`src/rtl/h14tx_pkt_scheduler.sv`:
```
// HDMI data-island packet scheduler: picks audio, ACR, AVI, AIF or null for each
// 32-pixel packet slot, with per-source aging so audio cannot starve control packets.
module h14tx_pkt_scheduler #(
    parameter int MaxDefer        = 8,
    parameter bit FrameInfoFrames = 1'b1,
    parameter int PktW            = 248
) (
    input  logic            clk,
    input  logic            rst,
    input  logic            frame_start,
    input  logic            slot,
    input  logic            audio_valid,
    output logic            audio_ready,
    input  logic [PktW-1:0] audio_pkt,
    input  logic            acr_req,
    input  logic [PktW-1:0] acr_pkt,
    input  logic [PktW-1:0] avi_pkt,
    input  logic [PktW-1:0] aif_pkt,
    output logic [PktW-1:0] packet,
    output logic            packet_valid,
    output logic [2:0]      packet_sel,
    output logic            acr_overflow
);

    localparam logic [2:0] SEL_NULL  = 3'd0;
    localparam logic [2:0] SEL_AUDIO = 3'd1;
    localparam logic [2:0] SEL_ACR   = 3'd2;
    localparam logic [2:0] SEL_AVI   = 3'd3;
    localparam logic [2:0] SEL_AIF   = 3'd4;
    localparam logic [7:0] MAX_DEFER = 8'(MaxDefer);

    // Index 0 = ACR, 1 = AVI, 2 = AIF; source code is index + 2.
    logic [2:0]      w_pend;
    logic [2:0]      w_starved;
    logic [2:0]      w_set;
    logic [2:0]      w_take;
    logic            w_arm;
    logic [2:0]      w_sel;
    logic [PktW-1:0] w_pkt;

    logic [PktW-1:0] r_packet;
    logic            r_valid;
    logic [2:0]      r_sel;
    logic            r_ovf;
    logic            r_armed;

    assign w_arm    = FrameInfoFrames ? frame_start : !r_armed;
    assign w_set[0] = acr_req;
    assign w_set[1] = w_arm;
    assign w_set[2] = w_arm;

    genvar gi;
    generate
        for (gi = 0; gi < 3; gi++) begin : g_flag
            localparam logic [2:0] CODE = 3'(gi + 2);
            logic       r_pend_bit;
            logic [7:0] r_age;

            assign w_pend[gi]    = r_pend_bit;
            assign w_starved[gi] = r_pend_bit && (r_age >= MAX_DEFER);
            assign w_take[gi]    = slot && (w_sel == CODE);

            // A set arriving with the clear keeps the flag pending (resend later).
            always_ff @(posedge clk) begin
                if (rst) begin
                    r_pend_bit <= 1'b0;
                    r_age      <= 8'd0;
                end else begin
                    if (w_set[gi]) begin
                        r_pend_bit <= 1'b1;
                    end else if (w_take[gi]) begin
                        r_pend_bit <= 1'b0;
                    end
                    if (w_take[gi] || (w_set[gi] && !r_pend_bit)) begin
                        r_age <= 8'd0;
                    end else if (slot && r_pend_bit && (r_age != 8'hFF)) begin
                        r_age <= r_age + 8'd1;
                    end
                end
            end
        end
    endgenerate

    always_comb begin
        w_sel = SEL_NULL;
        if (w_starved[0]) begin
            w_sel = SEL_ACR;
        end else if (w_starved[1]) begin
            w_sel = SEL_AVI;
        end else if (w_starved[2]) begin
            w_sel = SEL_AIF;
        end else if (audio_valid) begin
            w_sel = SEL_AUDIO;
        end else if (w_pend[0]) begin
            w_sel = SEL_ACR;
        end else if (w_pend[1]) begin
            w_sel = SEL_AVI;
        end else if (w_pend[2]) begin
            w_sel = SEL_AIF;
        end
    end

    always_comb begin
        w_pkt = '0;
        case (w_sel)
            SEL_AUDIO: w_pkt = audio_pkt;
            SEL_ACR:   w_pkt = acr_pkt;
            SEL_AVI:   w_pkt = avi_pkt;
            SEL_AIF:   w_pkt = aif_pkt;
            default:   w_pkt = '0;
        endcase
    end

    assign audio_ready = slot && (w_sel == SEL_AUDIO);

    always_ff @(posedge clk) begin
        if (rst) begin
            r_packet <= '0;
            r_valid  <= 1'b0;
            r_sel    <= SEL_NULL;
            r_ovf    <= 1'b0;
            r_armed  <= 1'b0;
        end else begin
            r_valid <= slot;
            r_armed <= 1'b1;
            if (slot) begin
                r_packet <= w_pkt;
                r_sel    <= w_sel;
            end
            if (acr_req && w_pend[0] && !w_take[0]) begin
                r_ovf <= 1'b1;
            end
        end
    end

    assign packet       = r_packet;
    assign packet_valid = r_valid;
    assign packet_sel   = r_sel;
    assign acr_overflow = r_ovf;

endmodule

```
`config.mk`:
```
export PLATFORM = sky130hd
export DESIGN_NAME = h14tx_pkt_scheduler
export DESIGN_NICKNAME = d
export VERILOG_FILES = /design/src/rtl/h14tx_pkt_scheduler.sv
export SDC_FILE = /design/constraint.sdc
export NUM_CORES = 1
export LEC_CHECK = 0
export ABC_AREA = 1
export CORE_AREA = 4 4 484 486
export DETAILED_ROUTE_END_ITERATION = 12
export DIE_AREA = 0 0 488 490
export MAX_ROUTING_LAYER = met4
export SLEW_MARGIN = 40
export SYNTH_ARGS = -nofsm -noshare
export SYNTH_HDL_FRONTEND = slang
export SYNTH_SLANG_ARGS = --single-unit
```
`constraint.sdc`:
```
create_clock -name clk -period 6 [get_ports clk]
set_clock_uncertainty 0.15 [all_clocks]
set_input_delay 1.2 -clock clk [delete_from_list [all_inputs] [get_ports clk]]
set_output_delay 1.2 -clock clk [all_outputs]
set_load 0.1 [all_outputs]
```
======== After elaboration in Yosys (flattened, before gate mapping) ========
Cells that the tools add are included.
cells by class
  reduce and logical (&&, ||, !) cells .... 31
  mux-type cells .......................... 14
  equality and inequality tests ........... 7
  $lt $le $gt $ge ......................... 3
  add/subtract/negate cells ............... 3
operators by type and width
  cell                                                 count
  case mux 248 bit (4 select lines)                    1
  adder 8 x 1 -> 8 bit, second input constant          3
  >= comparator 8 x 4 -> 1 bit, second input constant  3
  inequality test 8 bit, second input constant         3
  2-to-1 mux 3 bit                                     7
  logical AND 1 bit                                    18
  == test 3 x 2 -> 1 bit, second input constant        2
  2-to-1 mux 1 bit                                     6
  nonzero test 2 bit                                   3
  OR reduction 2 bit                                   3
  zero test 1 bit                                      4
  == test 3 x 1 -> 1 bit, second input constant        1
  == test 3 bit, second input constant                 1
  logical OR 1 bit                                     3
storage, ports and cells
  output and inout bits ................... 254
  input port bits ......................... 998
  register bits ........................... 280

======== Logic depth before layout (Yosys ltp) ========
  depth after elaboration ................. 11
  depth in mapped cells ................... 12
  gate-level depth less buffers ........... 10

======== Worst setup path after synthesis ========
OpenSTA, ideal clock, no wires.
  path type ............................... input port to output port
  start ................................... input port audio_valid
  end ..................................... output port audio_ready
  data arrival time ....................... 3.888 ns
  required time ........................... 4.650 ns
  buffers on the path ..................... 1
  stages on the path ...................... 7
  slack ................................... 0.762 ns
  cell sequence ........................... inv_1 o21ai_0 nand2_1 nand2_1 nand2_1 clkbuf_1 nor3_1
on the way
  longest elaborated chain between the ends .. 6
ends and longest elaborated chain
  item                    line  source
  start, declared         12    input logic audio_valid,
  2-to-1 mux 3 bit        92    end else if (audio_valid) begin
  2-to-1 mux 3 bit        90    end else if (w_starved[2]) begin
  2-to-1 mux 3 bit        88    end else if (w_starved[1]) begin
  2-to-1 mux 3 bit        86    if (w_starved[0]) begin
  == test 3 x 1 -> 1 bit  114   assign audio_ready = slot && (w_sel == SEL_AUDIO);
  logical AND 1 bit       114
  end, declared           13    output logic audio_ready,
No other way between the ends.

======== Worst setup path in the final report ========
Ends and elaborated chain as after synthesis.

==> out/results.ini <==
[finish]
finish.instance_area_um2 = 34800
drive_above_1_share_pct = 9.51
mostFrequentLayoutCell = nand2_1
nets = 5063
fillCellCount = 26633
area_delta_synth_final_pct = 92.5
final_cell_mix = 1043 x nand2_1, 995 x clkdlybuf4s50_1, 506 x nand3_1, 280 x dfxtp_1, 266 x a21oi_1

[sta]
period_share_pct = 75.1
slew_headroom_pct = 37.4
fmax_ghz = 0.222
maxSlewViolCount = 0
fin_setup_tns_ns = 0
rsz0062_at_grt = false
hold_violations = 0
min_period_ns = 4.51
worstMarginPinSlew_ns = 0.939
setup_viol_count_final = 0

[clock_network]
cts_tree = done
clk_latency_ns = 0.66
htreeDepth = 2
cts.sinks = 280
cts_hold_buf = 0
cts_resized = 0
cts_setup_buffers = 0
cts_buffers = 44
root_buffer = clkbuf_16
clk_pin_slew_worst_paths_ns = 0.05
clk_path_buf_depth = 3

[yosys]
synth_area_per_cell_um2 = 6.01
synth.area.top_cells = dfxtp_1 31%, nand2_1 22%, nand3_1 14%
synth.ff_latch_count = 280
ys_seq_area_share_pct = 31.0
netlist_instances = 3008
yosysTopAreaCell = dfxtp_1
synth_top_area_share_pct = 31.0
synth_cell_type_count = 29
synth_warnings = 0
synth.cell_area_um2 = 18100
synthesis.nets = 4012

[global_route]
globalRouteOverflowTotal = 0
grt_pass1_wl_um = 266000
grt_max_degree = 119
grt_pass1_vias = 27407
antenna_found_initial = 162
grt.total_usage_pct = 17.1

[worst_setup_path]
r2r-end = packet[217]$_SDFFE_PP0P_
cp.arrival_ns = 3.16
cp.required_ns = 4.65
start_kind = primary input
r2r_start = g_flag[1].r_age[4]$_SDFFE_PP0P_
cp-end-kind = output port
r2r_slack_ns = 2.27
rr_worst_depth = 11
cp_max_fo = 28
criticalPathCategory = in2out

[run_status]
status = completed

[route]
wire_per_inst_um = 28.9
via_count = 27274
drtPass1Iterations = 5
drc = 0
drtIter0Drc = 1785
routed_via_density = 3.78
ant_nets = 0
drt-total-wl_um = 209000

[pwr]
p_switching_mw = 3.36
vdd_drop_max_mv = 0.208
seqPwrFrac_pct = 25.8
powerDensity_nw_per_um2 = 230
swShare_pct = 41.9
p_comb_share_pct = 38.6
p_leak_nw = 13.8
intPower_mw = 4.66
clockPowerShare_pct = 35.6

[place]
hpwl_um = 176000
gp_congestion = 0.993
post_dp_cell_area_um2 = 33000
io_buffers = 1251

[min_path]
holdPathStages = 2
holdPathEnd = packet[109]$_SDFFE_PP0P_
hold_path.startpoint = packet[109]$_SDFFE_PP0P_
hp-class = reg2reg

[job]
maxCapViolCount = 0

[floorplanning]
num_rows = 176
ios = 1252
start_util_pct = 7.87
die_x_um = 488
core_um2 = 230000
fp.dieH_um = 490
die_area_um2 = 239000

## worst max path at each step
stage | from | end | slack, ns
after CTS | audio_valid | audio_ready | 1.54
after global routing | audio_valid | audio_ready | 1.43
after global placement | audio_valid | audio_ready | 1.58
final | audio_valid | audio_ready | 1.49
after floorplan | audio_valid | audio_ready | 0.76
after detailed placement | audio_valid | packet[217]$_SDFFE_PP0P_ | 1.53
## state kept, by name, summed over array words and instances, names as in the netlist
register           flops
packet_sel             3
acr_overflow           1
packet_valid           1
g_flag.r_pend_bit      3
g_flag.r_age          24
packet               248
## worst max-delay path, cell delays in order
cell and delay (ns):
clkdlybuf4s50_1 0.50, inv_1 0.06, o21ai_0 0.06, nand2_1 0.15
nand2_4 0.33, nand2_4 0.24, nor3_1 0.37, buf_12 0.23
## Yosys cell counts
cell type,count
nand2_1,1046
nand3_1,506
dfxtp_1,280
a21oi_1,266
nand4_1,251
o21ai_1,219
clkbuf_1,180
buf_2,95
o21ai_0,35
inv_1,34
buf_1,24
nor2_1,24
nor3_1,9
xor2_1,7
ha_1,6
o211ai_1,4
inv_2,3
nor3b_1,3
nor4_1,3
a21oi_2,2
a31oi_1,2
xnor2_1,2
buf_4,1
clkbuf_2,1
nand3_2,1
nand3b_1,1
o21ai_2,1
o21ai_4,1
o22ai_1,1
## routing by layer
metal | part of all wire (%) | routed length, um | global-route usage, %
met5 | 0 | 0 | -
met4 | 4.3 | 8910 | 6.29
met3 | 13 | 27700 | 9.03
met2 | 47 | 98900 | 28.4
met1 | 35 | 73300 | 16.8
## area by class of cell
type	instances	area, um2	share of cell area [%]
well taps	3026	3790	10.9
clock inverters	14	255	0.734
flip-flops and latches	280	5610	16.1
repair buffers	1306	12300	35.4
diodes	108	270	0.777
clock buffers	63	1260	3.63
multi-input cells	2390	11100	32.0
inverters	37	154	0.443
## cell families after synthesis
kind of cell | count (synthesis) | share of synthesized area, %
flip-flops | 280 | 31.0
buffers and inverters | 338 | 7.71
AND/OR/NAND/NOR | 1844 | 45.5
XOR/XNOR | 9 | 0.436
adder cells (fa/ha/maj) | 6 | 0.415
AO/OA/AOI/OAI | 531 | 14.9
## metrics by stage
stage	hold slack (ns)	utilization, %	cells	worst slack [ns]	power [mW]
6_report	0.310	15.1	7224	1.49	8.01
5_1_grt	0.328	15.1	7220	1.43	8.35
4_1_cts	0.312	15.0	7115	1.54	8.17
3_5_place_dp	0.304	14.4	7038	1.53	5.22
3_3_place_gp	0.303	14.5	7036	1.58	5.25
2_1_floorplan	0.308	-	3008	0.762	3.70
## power groups by stage
stage	Sequential (mW)	Combinational [mW]	Clock, mW
final	2.07	3.10	2.85
after global routing	2.08	3.25	3.02
after CTS	2.07	3.12	2.99
after detailed placement	2.11	3.11	0
after global placement	2.10	3.15	0
after floorplan	2.97	0.731	0
No activity file was read; power rests on OpenSTA's default activity.
